===== src/rtl/osd_spi_master.sv =====
// SPI master for the OSD overlay: enable/disable commands and 256-byte line writes,
// with payload fetched one byte at a time over a req/valid port.
//
// state | meaning
// IDLE  | waiting for a command; ss high
// SHIFT | clocking out the current byte, MSB first
// FETCH | sck parked low, waiting for the next payload byte
// TAIL  | ss still low, sdi low, one half-period after the last bit
// GAP   | ss high for SS_GAP half-periods before the next command
module osd_spi_master #(
    parameter int CLK_DIV = 4,
    parameter int SS_GAP  = 2
) (
    input  logic       clk,
    input  logic       reset,
    input  logic       req_valid,
    output logic       req_ready,
    input  logic [1:0] req_op,
    input  logic [2:0] req_line,
    output logic       dat_req,
    output logic [7:0] dat_addr,
    input  logic       dat_valid,
    input  logic [7:0] dat_byte,
    output logic       busy,
    output logic       done,
    output logic       spi_sck,
    output logic       spi_ss,
    output logic       spi_sdi
);

    localparam int GAP_CLKS = SS_GAP * CLK_DIV;
    // One timer serves both the half-period and the ss gap; the gap is never shorter.
    localparam int TMR_W = (GAP_CLKS > 1) ? $clog2(GAP_CLKS) : 1;
    localparam logic [TMR_W-1:0] DIV_LOAD = TMR_W'(CLK_DIV - 1);
    localparam logic [TMR_W-1:0] GAP_LOAD = TMR_W'(GAP_CLKS - 1);

    localparam logic [1:0] OP_LINE = 2'd2;
    localparam logic [1:0] OP_NOP  = 2'd3;

    typedef enum logic [2:0] {IDLE, SHIFT, FETCH, TAIL, GAP} state_t;

    state_t           state;
    logic [TMR_W-1:0] tmr;
    logic [2:0]       bit_cnt;
    logic [8:0]       byte_cnt;
    logic [7:0]       shreg;
    logic             is_line;
    logic [7:0]       cmd;

    always_comb begin
        cmd = 8'h40;
        case (req_op)
            2'd1:    cmd = 8'h41;
            OP_LINE: cmd = {5'b00100, req_line};
            default: cmd = 8'h40;
        endcase
    end

    assign req_ready = (state == IDLE) && !reset;
    assign busy      = (state != IDLE);

    always_ff @(posedge clk) begin
        if (reset) begin
            state    <= IDLE;
            tmr      <= '0;
            bit_cnt  <= '0;
            byte_cnt <= '0;
            shreg    <= '0;
            is_line  <= 1'b0;
            dat_req  <= 1'b0;
            dat_addr <= '0;
            done     <= 1'b0;
            spi_sck  <= 1'b0;
            spi_ss   <= 1'b1;
            spi_sdi  <= 1'b0;
        end else begin
            done <= 1'b0;
            case (state)
                IDLE: begin
                    if (req_valid) begin
                        if (req_op == OP_NOP) begin
                            done <= 1'b1;
                        end else begin
                            shreg    <= cmd;
                            spi_sdi  <= cmd[7];
                            spi_ss   <= 1'b0;
                            spi_sck  <= 1'b0;
                            tmr      <= DIV_LOAD;
                            bit_cnt  <= 3'd7;
                            byte_cnt <= '0;
                            is_line  <= (req_op == OP_LINE);
                            state    <= SHIFT;
                        end
                    end
                end
                SHIFT: begin
                    if (tmr != '0) begin
                        tmr <= tmr - 1'b1;
                    end else if (!spi_sck) begin
                        spi_sck <= 1'b1;
                        tmr     <= DIV_LOAD;
                    end else begin
                        spi_sck <= 1'b0;
                        if (bit_cnt != 3'd0) begin
                            bit_cnt <= bit_cnt - 3'd1;
                            shreg   <= {shreg[6:0], 1'b0};
                            spi_sdi <= shreg[6];
                            tmr     <= DIV_LOAD;
                        end else if (is_line && byte_cnt != 9'd256) begin
                            state    <= FETCH;
                            dat_req  <= 1'b1;
                            dat_addr <= byte_cnt[7:0];
                        end else begin
                            state   <= TAIL;
                            spi_sdi <= 1'b0;
                            tmr     <= DIV_LOAD;
                        end
                    end
                end
                FETCH: begin
                    if (dat_valid) begin
                        shreg    <= dat_byte;
                        spi_sdi  <= dat_byte[7];
                        dat_req  <= 1'b0;
                        byte_cnt <= byte_cnt + 9'd1;
                        bit_cnt  <= 3'd7;
                        tmr      <= DIV_LOAD;
                        state    <= SHIFT;
                    end
                end
                TAIL: begin
                    if (tmr != '0) begin
                        tmr <= tmr - 1'b1;
                    end else begin
                        state  <= GAP;
                        spi_ss <= 1'b1;
                        tmr    <= GAP_LOAD;
                    end
                end
                GAP: begin
                    if (tmr != '0) begin
                        tmr <= tmr - 1'b1;
                    end else begin
                        state <= IDLE;
                        done  <= 1'b1;
                    end
                end
                default: state <= IDLE;
            endcase
        end
    end

endmodule


===== config.mk =====
export PLATFORM = sky130hd
export DESIGN_NAME = osd_spi_master
export DESIGN_NICKNAME = d
export VERILOG_FILES = /design/src/rtl/osd_spi_master.sv
export SDC_FILE = /design/constraint.sdc
export NUM_CORES = 1
export LEC_CHECK = 0
export ABC_CLOCK_PERIOD_IN_PS = 1800
export BUFFER_PORTS_ARGS = -buffer_cell sky130_fd_sc_hd__buf_4
export CORE_MARGIN = 2
export CORE_UTILIZATION = 51
export CTS_CLUSTER_SIZE = 10
export DETAILED_ROUTE_END_ITERATION = 6
export PLACE_DENSITY_LB_ADDON = 0.25
export SYNTH_ARGS = -nofsm -noshare
export SYNTH_HDL_FRONTEND = slang
export SYNTH_SLANG_ARGS = --single-unit
export TNS_END_PERCENT = 10

===== constraint.sdc =====
create_clock -name clk -period 1.8 [get_ports clk]
set_clock_uncertainty 0.2 [all_clocks]
set_input_delay 0.36 -clock clk [delete_from_list [all_inputs] [get_ports clk]]
set_output_delay 0.36 -clock clk [all_outputs]
set_load 0.05 [all_outputs]

Yosys cells after proc, flatten, opt, wreduce, memory -nomap -nowiden
Index checks and enable logic that the tools add are counted.
Operators by class
  bitwise gates (word level): 3
  equality and inequality tests: 21
  add/sub/neg operators: 3
  mux-type cells: 64
  reductions and logical operators: 23
Operators by type and width (count)
  2-to-1 mux 3 bit: 23
  2-to-1 mux 7 bit: 6
  case mux 3 bit (5 select lines): 2
  2-to-1 mux 9 bit: 3
  != test 2 bit, second input constant: 11
  2-to-1 mux 1 bit: 21
  case mux 7 bit (3 select lines): 1
  case mux 9 bit (2 select lines): 1
  case mux 7 bit (2 select lines): 1
  AND reduction 7 bit: 2
  AND reduction 4 bit: 3
  AND reduction 6 bit: 2
  nonzero test 3 bit: 4
  adder 9 x 1 -> 9 bit, second input constant: 1
  != test 9 bit, second input constant: 1
  case mux 3 bit (3 select lines): 1
  case mux 1 bit (2 select lines): 4
  AND reduction 8 bit: 1
  nonzero test 2 bit: 4
  equality test 3 x 2 -> 1 bit, second input constant: 2
  subtractor 3 x 1 -> 3 bit, second input constant: 2
  != test 5 bit, second input constant: 1
  AND reduction 5 bit: 1
  nonzero test 5 bit: 1
  11 further kinds: 15
Word-level totals
  register bits: 39
  output and inout bits: 15
  input bits: 17
  word-level logic and storage cells: 126

Longest topological paths before layout
  word-level depth: 7
  gate-level depth with buffers: 7
  depth with buffers taken out: 6

Worst setup path before layout
No wires, ideal clock.
  kind: flip-flop to output port
  start: register state[0]
  end: output req_ready
  slack: -691 ps
  path buffers: 2
  cell stages (with the launch flop): 6
  arrival: 1931 ps
  required time: 1240 ps
  path through: dfxtp_1 buf_2 buf_2 nor3_1 inv_1 nor2_1
On the way
  longest elaborated chain between the ends: 2
Ends and longest elaborated chain
  start, declared: RTL line 42  | state_t state;
  start signal, assigned: RTL line 64  | state <= IDLE;
  start signal, assigned: RTL line 92  | state <= SHIFT;
  start signal, assigned: RTL line 110  | state <= FETCH;
  logical NOT 3 bit: RTL line 59  | assign req_ready = (state == IDLE) && !reset;
  logical AND 1 bit: RTL line 59
  end, declared: RTL line 17  | output logic req_ready,
No other way between the ends.

Final worst setup path
  start: register state[1]
  end: output req_ready
The elaborated chain is that of the path after synthesis.

==> metrics <==
Synth Register Bits 39; placed cell count 391; share of layout cells above drive strength 1 41.6%; commonest cells after routing, fill and taps aside buf_4, dfxtp_1, a21oi_1, nand2_1, o21ai_0; drc violations 0; synth unique cells 55; total negative slack -1200 ps; Sw Share 30.1%; sw power 712 uW; final wirelength 6.14 mm; post-synthesis instance area 0.00224 mm^2; fillers 326; Area after DPL 0.00304 mm^2; Nets 379; CTS max path bufs 2; min-delay worst type in -> reg; register area share after synthesis 34.8%; failing checks setup timing; Slew headroom 74.5%; CTS root buf clkbuf_8; post-route minimum period 1940 ps; CP max FO 5; hold_ws 174 ps; leading cell type in the layout, fill and taps excluded buf_4; Clk Latency, worst-skew pair 300 ps; footprint of the multi-input gates 0.00150 mm^2; number of port buffers 31; post-route insts no fill 405; met2 GRT Util 45.3%; IO Pins 32; warnings from Yosys 0; area grow syn2layout 47.3%; largest net degree at the start of global routing 24; Tot GR Track Use 25.6%; internal power 1650 uW; total gr overflow 0; Finished Cell Area 0.00331 mm^2; max cap viols 0; TritonCTS clock tree built; CTS Sinks 39; first-pass GRT wire length 10.2 mm; register area 791 um^2; Crit. End Element output port; Fin. Hold Viols 0; final setup fails 20; post-route ant nets 0; Seq pwr share 39.5%; Die Y-Extent 70.3 um; Net Count, Synth 289; Highest Clock Rate 0.517 GHz; core region area 0.00429 mm^2; Die Span X 70.3 um; power density cells 714 mW/mm^2; initial antenna violation count 0; Crit Path Class reg -> out; WP data arrival 1380 ps; clock-pin slew on the worst setup and hold paths 80 ps; die area 0.00495 mm^2; peak supply drop 0.504 mV; part of the cycle the worst path needs 108%; H-tree depth 2; Clk pwr share 30.5%; dominant cells by area after synthesis dfxtp_1, a21oi_1, ha_1; Pins Over Slew Limit 0; gr busiest metal met2; via count 2,327; Initial Utilization 52.3%; status finished, violations left; Mapped Avg Cell Area 8.57 um^2; RSZ-0062 raised after global routing yes; routed wire length per instance 15.2 um; area leader, netlist dfxtp_1; Static Leak 0.00133 uW; hpwl dp 4.44 mm; # hold bufs at CTS 0; GRT met3 Usage 4.62%; TritonCTS Buffers 5; met1 Use GR 30.7%; required time of the critical path 1240 ps; DR vias/cell 5.75; row cnt 24; vias in the first global route 2,278; drt pass-1 iters 4; Worst Tran Pin Value 380 ps; DR iter-0 viols 172; Syn Inst Count 262; top-area cell type share of the netlist area 34.8%; combinational power share 30.0%; setup slack after layout -135 ps; CP startpoint kind flop; n_diodes 0; GPL Wtd Cong 0.849
[kinds of logic after synthesis]
group,share of synthesized area [%]
xor+xnor,1.56
compound gates,26.4
flops,34.8
mux,0.446
fa+ha+maj,5.57
buf+inv,4.79
simple gates,26.4
[worst max-delay path, stage by stage, from the launching register on]
cell	delay, ps
dfxtp_2	340
buf_12	130
buf_8	110
nor3_4	200
inv_4	60
nor2_4	90
buf_8	150
[metal layers]
layer / wire [um] / share of wire (%) / up-vias
met5: 0 / 0 / -
met4: 97 / 1.6 / 0
met3: 279 / 4.5 / 9
met2: 3220 / 52 / 65
met1: 2550 / 41 / 1110
li1: - / - / 1143
[cell usage after synthesis, drive strengths merged]
master	number
dfxtp	39
a21oi	34
nand2	29
o21ai	13
ha	10
buf	9
inv	9
nor2	9
and2	7
a211oi	6
a31oi	6
nand2b	6
nand4	6
nor2b	6
clkbuf	5
nand3b	5
a22o	4
and3	4
nor4	4
o31ai	4
or3	4
xor2	4
a21o	3
a22oi	3
a311oi	3
nand3	3
nor3b	3
o21a	3
or4	3
nor3	2
nor4b	2
o2111ai	2
or3b	2
a2111o	1
a2111oi	1
a32o	1
clkinv	1
mux2i	1
nand4bb	1
o211ai	1
o21bai	1
o2bb2ai	1
o31a	1
[power groups by stage]
stage	clock network [uW]	registers, uW	logic, uW
floorplan	0	968	359
global placement	0	950	637
detailed placement	0	951	649
CTS	732	931	678
global route	760	937	769
finish	721	932	709
[cell type report]
class | instances | share of cell area, %
clock buffer | 7 | 3.25
clock inverter | 1 | 0.151
inverter | 10 | 1.21
multi-input combinational | 199 | 45.4
sequential | 39 | 23.9
tap | 52 | 1.97
timing repair buffer | 97 | 24.1
[state kept, by name, indices dropped and copies added (netlist names)]
signal,cells
done,1
bit_cnt,3
tmr,3
dat_addr,8
spi_sdi,1
shreg,7
spi_sck,1
dat_req,1
spi_ss,1
is_line,1
byte_cnt,9
state,3
[path summary, 6_finish.rpt]
path                            startpoint                  endpoint  slack, ps  cells past startpoint
setup reg to reg     state[1]$_SDFFE_PP0P_  byte_cnt[7]$_SDFFE_PP0P_       -110                      7
hold reg to reg   dat_addr[0]$_SDFFE_PP0P_  dat_addr[0]$_SDFFE_PP0P_        260                      2
setup / recovery     state[1]$_SDFFE_PP0P_                 req_ready       -140                      6
hold / removal                       reset  dat_addr[2]$_SDFFE_PP0P_        170                      2
[timing repair]
item	in CTS	in global routing
setup buffers	4	2
pin swaps	16	15
resized for setup	13	18
endpoints found under the setup margin	26	32
[per-stage QoR]
step	util (%)	worst slack [ps]	power (uW)
3_5_place_dp	70.9	-205	1600
3_3_place_gp	70.9	-161	1590
2_1_floorplan	-	-55.8	1330
6_report	77.0	-135	2360
4_1_cts	75.0	-162	2340
5_1_grt	77.0	-185	2470
No activity file was read; power rests on OpenSTA's default activity.
